`config.mk`:
```
export PLATFORM = sky130hd
export DESIGN_NAME = piezo_tone_decoder_flat
export DESIGN_NICKNAME = d
export VERILOG_FILES = /design/src/rtl/piezo_tone_decoder_if.sv /design/src/rtl/piezo_tone_decoder.sv /design/src/flat_wrapper.sv
export SDC_FILE = /design/constraint.sdc
export NUM_CORES = 1
export LEC_CHECK = 0
export CORE_MARGIN = 2
export CORE_UTILIZATION = 63
export CTS_BUF_LIST = sky130_fd_sc_hd__clkbuf_4
export DETAILED_ROUTE_END_ITERATION = 12
export PLACE_DENSITY_LB_ADDON = 0.2
export SLEW_MARGIN = 20
export SYNTH_ARGS = -nofsm -noshare
export SYNTH_HDL_FRONTEND = slang
export SYNTH_SLANG_ARGS = --single-unit
```
`constraint.sdc`:
```
create_clock -name CLK -period 4.1 [get_ports CLK]
set_input_delay 0.82 -clock CLK [delete_from_list [all_inputs] [get_ports CLK]]
set_output_delay 0.82 -clock CLK [all_outputs]
set_load 0.02 [all_outputs]
```
`src/rtl/piezo_tone_decoder_if.sv`:
```
// Tone-line loopback bundle: square-wave input plus the decoded note report.
// The decoder takes the slave side; the tone source/observer takes the master side.
interface piezo_tone_decoder_if;
  logic       TONE_IN;
  logic       NOTE_VALID;
  logic [3:0] NOTE_CODE;
  logic       SILENCE;
  logic [7:0] HALF_PERIOD;

  modport master (
    output TONE_IN,
    input  NOTE_VALID,
    input  NOTE_CODE,
    input  SILENCE,
    input  HALF_PERIOD
  );

  modport slave (
    input  TONE_IN,
    output NOTE_VALID,
    output NOTE_CODE,
    output SILENCE,
    output HALF_PERIOD
  );
endinterface

```
`src/rtl/piezo_tone_decoder.sv`:
```
// Measures TONE_IN half-periods, classifies them into the DO..HDO scale and
// reports note changes once two consecutive half-periods agree.
module piezo_tone_decoder #(
  parameter int TOL         = 2,
  parameter int SILENCE_CYC = 400,
  parameter int CNT_W       = 9
) (
  input  logic                 CLK,
  input  logic                 RESET,
  piezo_tone_decoder_if.slave  tone
);

  typedef enum logic [1:0] {
    SILENT,
    ACQUIRE,
    CANDIDATE,
    LOCKED
  } state_t;

  localparam logic [CNT_W-1:0] SIL_MAX = CNT_W'(SILENCE_CYC);
  localparam logic [3:0]       UNKNOWN = 4'd15;
  localparam int NOM [8] = '{190, 169, 151, 142, 127, 113, 100, 95};

  state_t           state;
  state_t           state_n;
  logic             sync1;
  logic             sync2;
  logic             hist;
  logic [CNT_W-1:0] cnt;
  logic [3:0]       cand;
  logic [3:0]       cand_n;
  logic [3:0]       code;
  logic [3:0]       code_n;
  logic             valid;
  logic             valid_n;
  logic [7:0]       hp;
  logic [7:0]       hp_n;
  logic [7:0]       m_sat;
  logic [3:0]       cls;
  logic             tone_edge;
  logic             timeout;

  function automatic logic [3:0] classify(input logic [CNT_W-1:0] m);
    logic [3:0] c;
    int         d;
    c = UNKNOWN;
    if (int'(m) <= 255) begin
      for (int i = 0; i < 8; i++) begin
        d = int'(m) - NOM[i];
        if (d <= TOL && d >= -TOL) c = 4'(i + 1);
      end
    end
    return c;
  endfunction

  assign tone_edge = sync2 ^ hist;
  // an edge landing on the saturation cycle wins over the timeout
  assign timeout   = (cnt == SIL_MAX) && !tone_edge;
  assign cls       = classify(cnt);
  assign m_sat     = (int'(cnt) > 255) ? 8'hFF : cnt[7:0];

  always_ff @(posedge CLK) begin
    if (RESET) begin
      sync1 <= 1'b0;
      sync2 <= 1'b0;
      hist  <= 1'b0;
      cnt   <= '0;
    end else begin
      sync1 <= tone.TONE_IN;
      sync2 <= sync1;
      hist  <= sync2;
      if (tone_edge)
        cnt <= '0;
      else if (cnt != SIL_MAX)
        cnt <= cnt + CNT_W'(1);
    end
  end

  always_ff @(posedge CLK) begin
    if (RESET) begin
      state <= SILENT;
      cand  <= UNKNOWN;
      code  <= 4'd0;
      valid <= 1'b0;
      hp    <= 8'd0;
    end else begin
      state <= state_n;
      cand  <= cand_n;
      code  <= code_n;
      valid <= valid_n;
      hp    <= hp_n;
    end
  end

  always_comb begin
    state_n = state;
    cand_n  = cand;
    code_n  = code;
    valid_n = 1'b0;
    hp_n    = hp;
    unique case (state)
      SILENT: begin
        if (tone_edge) state_n = ACQUIRE;
      end
      ACQUIRE: begin
        if (tone_edge) begin
          state_n = CANDIDATE;
          cand_n  = cls;
          hp_n    = m_sat;
        end else if (timeout) begin
          state_n = SILENT;
          if (code != 4'd0) begin
            code_n  = 4'd0;
            valid_n = 1'b1;
          end
        end
      end
      CANDIDATE: begin
        if (tone_edge) begin
          hp_n = m_sat;
          if (cls == cand && cand != UNKNOWN) begin
            state_n = LOCKED;
            if (cand != code) begin
              code_n  = cand;
              valid_n = 1'b1;
            end
          end else begin
            cand_n = cls;
          end
        end else if (timeout) begin
          state_n = SILENT;
          if (code != 4'd0) begin
            code_n  = 4'd0;
            valid_n = 1'b1;
          end
        end
      end
      LOCKED: begin
        if (tone_edge) begin
          hp_n = m_sat;
          if (cls != cand) begin
            state_n = CANDIDATE;
            cand_n  = cls;
          end
        end else if (timeout) begin
          state_n = SILENT;
          if (code != 4'd0) begin
            code_n  = 4'd0;
            valid_n = 1'b1;
          end
        end
      end
      default: state_n = SILENT;
    endcase
  end

  assign tone.NOTE_VALID  = valid;
  assign tone.NOTE_CODE   = code;
  assign tone.SILENCE     = (state == SILENT) || (state == ACQUIRE);
  assign tone.HALF_PERIOD = hp;

endmodule

```
`src/flat_wrapper.sv`:
```
// flat-port wrapper written by rule: the top's interface ports become plain ports
module piezo_tone_decoder_flat 
#(
  parameter int TOL         = 2,
  parameter int SILENCE_CYC = 400,
  parameter int CNT_W       = 9
)
  (CLK, RESET, tone_TONE_IN, tone_NOTE_VALID, tone_NOTE_CODE, tone_SILENCE, tone_HALF_PERIOD);
  piezo_tone_decoder_if tone_i ();
  input  logic CLK;
  input  logic RESET;
  input wire logic [$bits(tone_i.TONE_IN)-1:0] tone_TONE_IN;
  output wire logic [$bits(tone_i.NOTE_VALID)-1:0] tone_NOTE_VALID;
  output wire logic [$bits(tone_i.NOTE_CODE)-1:0] tone_NOTE_CODE;
  output wire logic [$bits(tone_i.SILENCE)-1:0] tone_SILENCE;
  output wire logic [$bits(tone_i.HALF_PERIOD)-1:0] tone_HALF_PERIOD;
  assign tone_i.TONE_IN = tone_TONE_IN;
  assign tone_NOTE_VALID = tone_i.NOTE_VALID;
  assign tone_NOTE_CODE = tone_i.NOTE_CODE;
  assign tone_SILENCE = tone_i.SILENCE;
  assign tone_HALF_PERIOD = tone_i.HALF_PERIOD;
  piezo_tone_decoder #(.TOL(TOL), .SILENCE_CYC(SILENCE_CYC), .CNT_W(CNT_W)) u_core (.CLK(CLK), .RESET(RESET), .tone(tone_i));
endmodule
```
==> results.txt <==
Status -> completed
Number of flops mapped to enable cells by yosys -> 0
Initial antenna violation count -> 0
Min-Delay Path Class -> flop to flop
Total Die Area -> 5630 sq um
Pins over their slew limit -> 0
P_leak -> 1.38 nW
Via count -> 3,289
Pwr Density -> 196 nW/um^2
Setup Buffers After CTS -> 0
DR WL/cell -> 18.3 um
Slack of the critical path -> 218 ps
Antenna Cells -> 0
Sum of negative setup slack -> 0 ps
Syn Nets -> 434
Antenna viol nets, final -> 0
Sw Ratio -> 0.289
Cts hold-fix bufs -> 0
Crit. End Element -> flop
Comb power frac -> 0.207
Worst-Margin Slew -> 855 ps
First-pass DRT Iterations -> 5
Critical Path RT -> 4320 ps
CTS max path bufs -> 2
Fin crit period -> 3880 ps
Register area share after synthesis -> 0.195
Arrival time worst endpoint -> 4100 ps
Cell Chain, Critical Path -> buf_4, inv_1, ha_1, a21bo_1, xnor2_2, or4_1, a21oi_1, a22oi_1, o211ai_2, a21oi_1, xor2_1, o41a_1, and3_1, a211o_1
Post-Place Setup Slack -> 253 ps
CP startpoint kind -> flop
DP Cell Count -> 482
First DRT Iteration DRCs -> 377
Final core utilization -> 0.733
Cell count after synthesis -> 414
Sequential Power Share -> 0.462
Setup slack, reg-to-reg -> 220 ps
Core area -> 4790 sq um
Final Cycle Share -> 0.947
Cts bufs inserted -> 5
RSZ-0062 raised after global routing -> false
CP Max Fanout -> 12
Sinks on Clock Net -> 31
Layout cells sized above 1 -> 0.116
CP max-delay cell -> or4_1
Register bit total from synthesis -> 31
Vias in the first global route -> 3,089
H-tree Lvls -> 2
Fin. Hold Viols -> 0
Vias per cell -> 6.71
Num rows -> 25
First-pass GRT wire length -> 14,700 um
GP Congestion -> 1.08
Rel. slew slack -> 0.428
Clock root buffer -> clkbuf_4
Synth cell count leaders -> 43 x nor2_1, 31 x dfxtp_1, 21 x xnor2_1
IO buf count -> 16
Clk pin slew, worst setup/hold paths -> 100 ps
Kind of critical path -> flop to flop
Setup-failing EPs final -> 0
I/O pin total -> 17
Top cells by area, synth -> dfxtp_1 20%, ha_1 6.7%, xnor2_1 5.8%, nor2_1 5.1%, a21oi_1 3.0%
Synth Cell Area -> 3180 sq um
Die Ht -> 75.1 um
Synth-to-Final Area Change -> 10.3%
Top cell type's share of synthesized area -> 0.195
DRC -> 0
Clk network pwr share -> 0.331
Netlist cell types -> 75
Nets -> 442
Clk_skew -> 10.9 ps
Syn Area/Cell -> 7.68 sq um
Asr flop ratio synth -> 0
Grt total ovfl -> 0
Top-count cell post-synth -> nor2_1
Largest net degree at the start of global routing -> 25
Initial core utilization -> 0.665
Final wirelength -> 8970 um
Synth area leader -> dfxtp_1
Post-CTS sizing -> 0
Final cell count without fillers -> 490
F_max -> 258 MHz
Final HPWL DP -> 6570 um
Internal Power -> 0.488 mW
TritonCTS clock tree -> built
Worst path most repeated cell -> a21oi_1
Max cap viols -> 0
Crit path largest cell delay -> 520 ps
YS warnings -> 0
Die width -> 75.1 um
Ys flop type -> dfxtp_1
Gr usage total -> 0.337
Switching pwr -> 0.198 mW
Skew-Pair Late Insertion Delay -> 320 ps
Worst vdd ir -> 0.266 mV
placed cells by master (no fill, tap or decap), types with 4 or more instances in the layout:
cell type and instances:
and3_1 5, clkbuf_4 5, inv_1 10, a22o_1 4, a211o_1 6, a41oi_1 5
ha_1 16, buf_4 19, nor2_1 43, a21boi_0 4, xor2_1 10, clkdlybuf4s50_1 16
a22oi_1 6, mux2i_1 4, nor2b_1 11, nand2b_1 7, o211ai_1 6, or3_1 5
a21oi_1 19, xnor2_1 20, nand3_1 11, a31oi_1 6, dfxtp_1 31, a21o_1 11
nor3_1 18, and3b_1 5, o21ai_0 12, nand2_1 20, nand4_1 10
sequential cells by signal, indices dropped and copies added (netlist names):
register,cells
u_core.cnt,9
u_core.tone.HALF_PERIOD,8
u_core.cand,4
u_core.tone.NOTE_CODE,4
u_core.state,2
u_core.hist,1
u_core.sync1,1
u_core.sync2,1
u_core.tone.NOTE_VALID,1
worst max-delay path, delay by kind of cell (launching register included):
family / cells / cell delay [ps]
and+or+nand+nor: 2 / 720
xor gates and xnor gates: 2 / 400
DFF: 1 / 350
buffers and inverters: 2 / 350
AOI/OAI and AO/OA: 7 / 1710
adders and majority gates: 1 / 240
per-stage QoR:
step	hold WS, ps	power [mW]	instance area (sq um)
final	457	0.686	3510
after global routing	476	0.721	3510
after CTS	462	0.686	3470
after detailed placement	443	0.458	3390
after global placement	417	0.455	3390
after floorplan	414	0.424	3180
area by class of cell:
class                      instances  area [sq um]
clock buffer                       5          37.5
multi-input combinational        336          2360
timing repair buffer              36           323
inverter                          12          45.0
sequential                        31           621
tap                               67          83.8
clock inverter                     3          38.8
fill                             400          1280
per-layer routing:
metal	GRT usage	share of wire	vias to the layer above
met3	0.0776	0.086	32
met1	0.447	0.43	1535
met5	0	0	-
li1	-	-	1548
met2	0.536	0.45	174
met4	0.123	0.027	0
power groups by stage:
stage,Sequential [mW],Combinational (mW),Clock [mW]
after floorplan,0.325,0.0984,0
after global placement,0.324,0.131,0
after detailed placement,0.324,0.134,0
after CTS,0.317,0.135,0.234
after global routing,0.319,0.154,0.248
final,0.317,0.142,0.227
kinds of logic (layout without fill, tap and decap cells):
| group | count (synthesis) | count (layout) | share of synthesized area |
|---|---|---|---|
| XOR/XNOR | 31 | 31 | 0.0854 |
| AO/OA/AOI/OAI | 122 | 122 | 0.287 |
| multiplexers | 6 | 6 | 0.0197 |
| flip-flops | 31 | 31 | 0.195 |
| adder cells (fa/ha/maj) | 17 | 17 | 0.0669 |
| buffers and inverters | 47 | 56 | 0.0759 |
| AND/OR/NAND/NOR | 160 | 160 | 0.270 |
worst paths after layout:
kind | depth (start not counted) | startpoint | end
setup / recovery | 14 | u_core.cnt[1] | u_core.cand[0]
hold / removal | 1 | u_core.sync1 | u_core.sync2
setup reg to reg | 14 | u_core.cnt[1] | u_core.cand[0]
hold reg to reg | 1 | u_core.sync1 | u_core.sync2
Note: power is estimated with default switching activity, not from simulation.
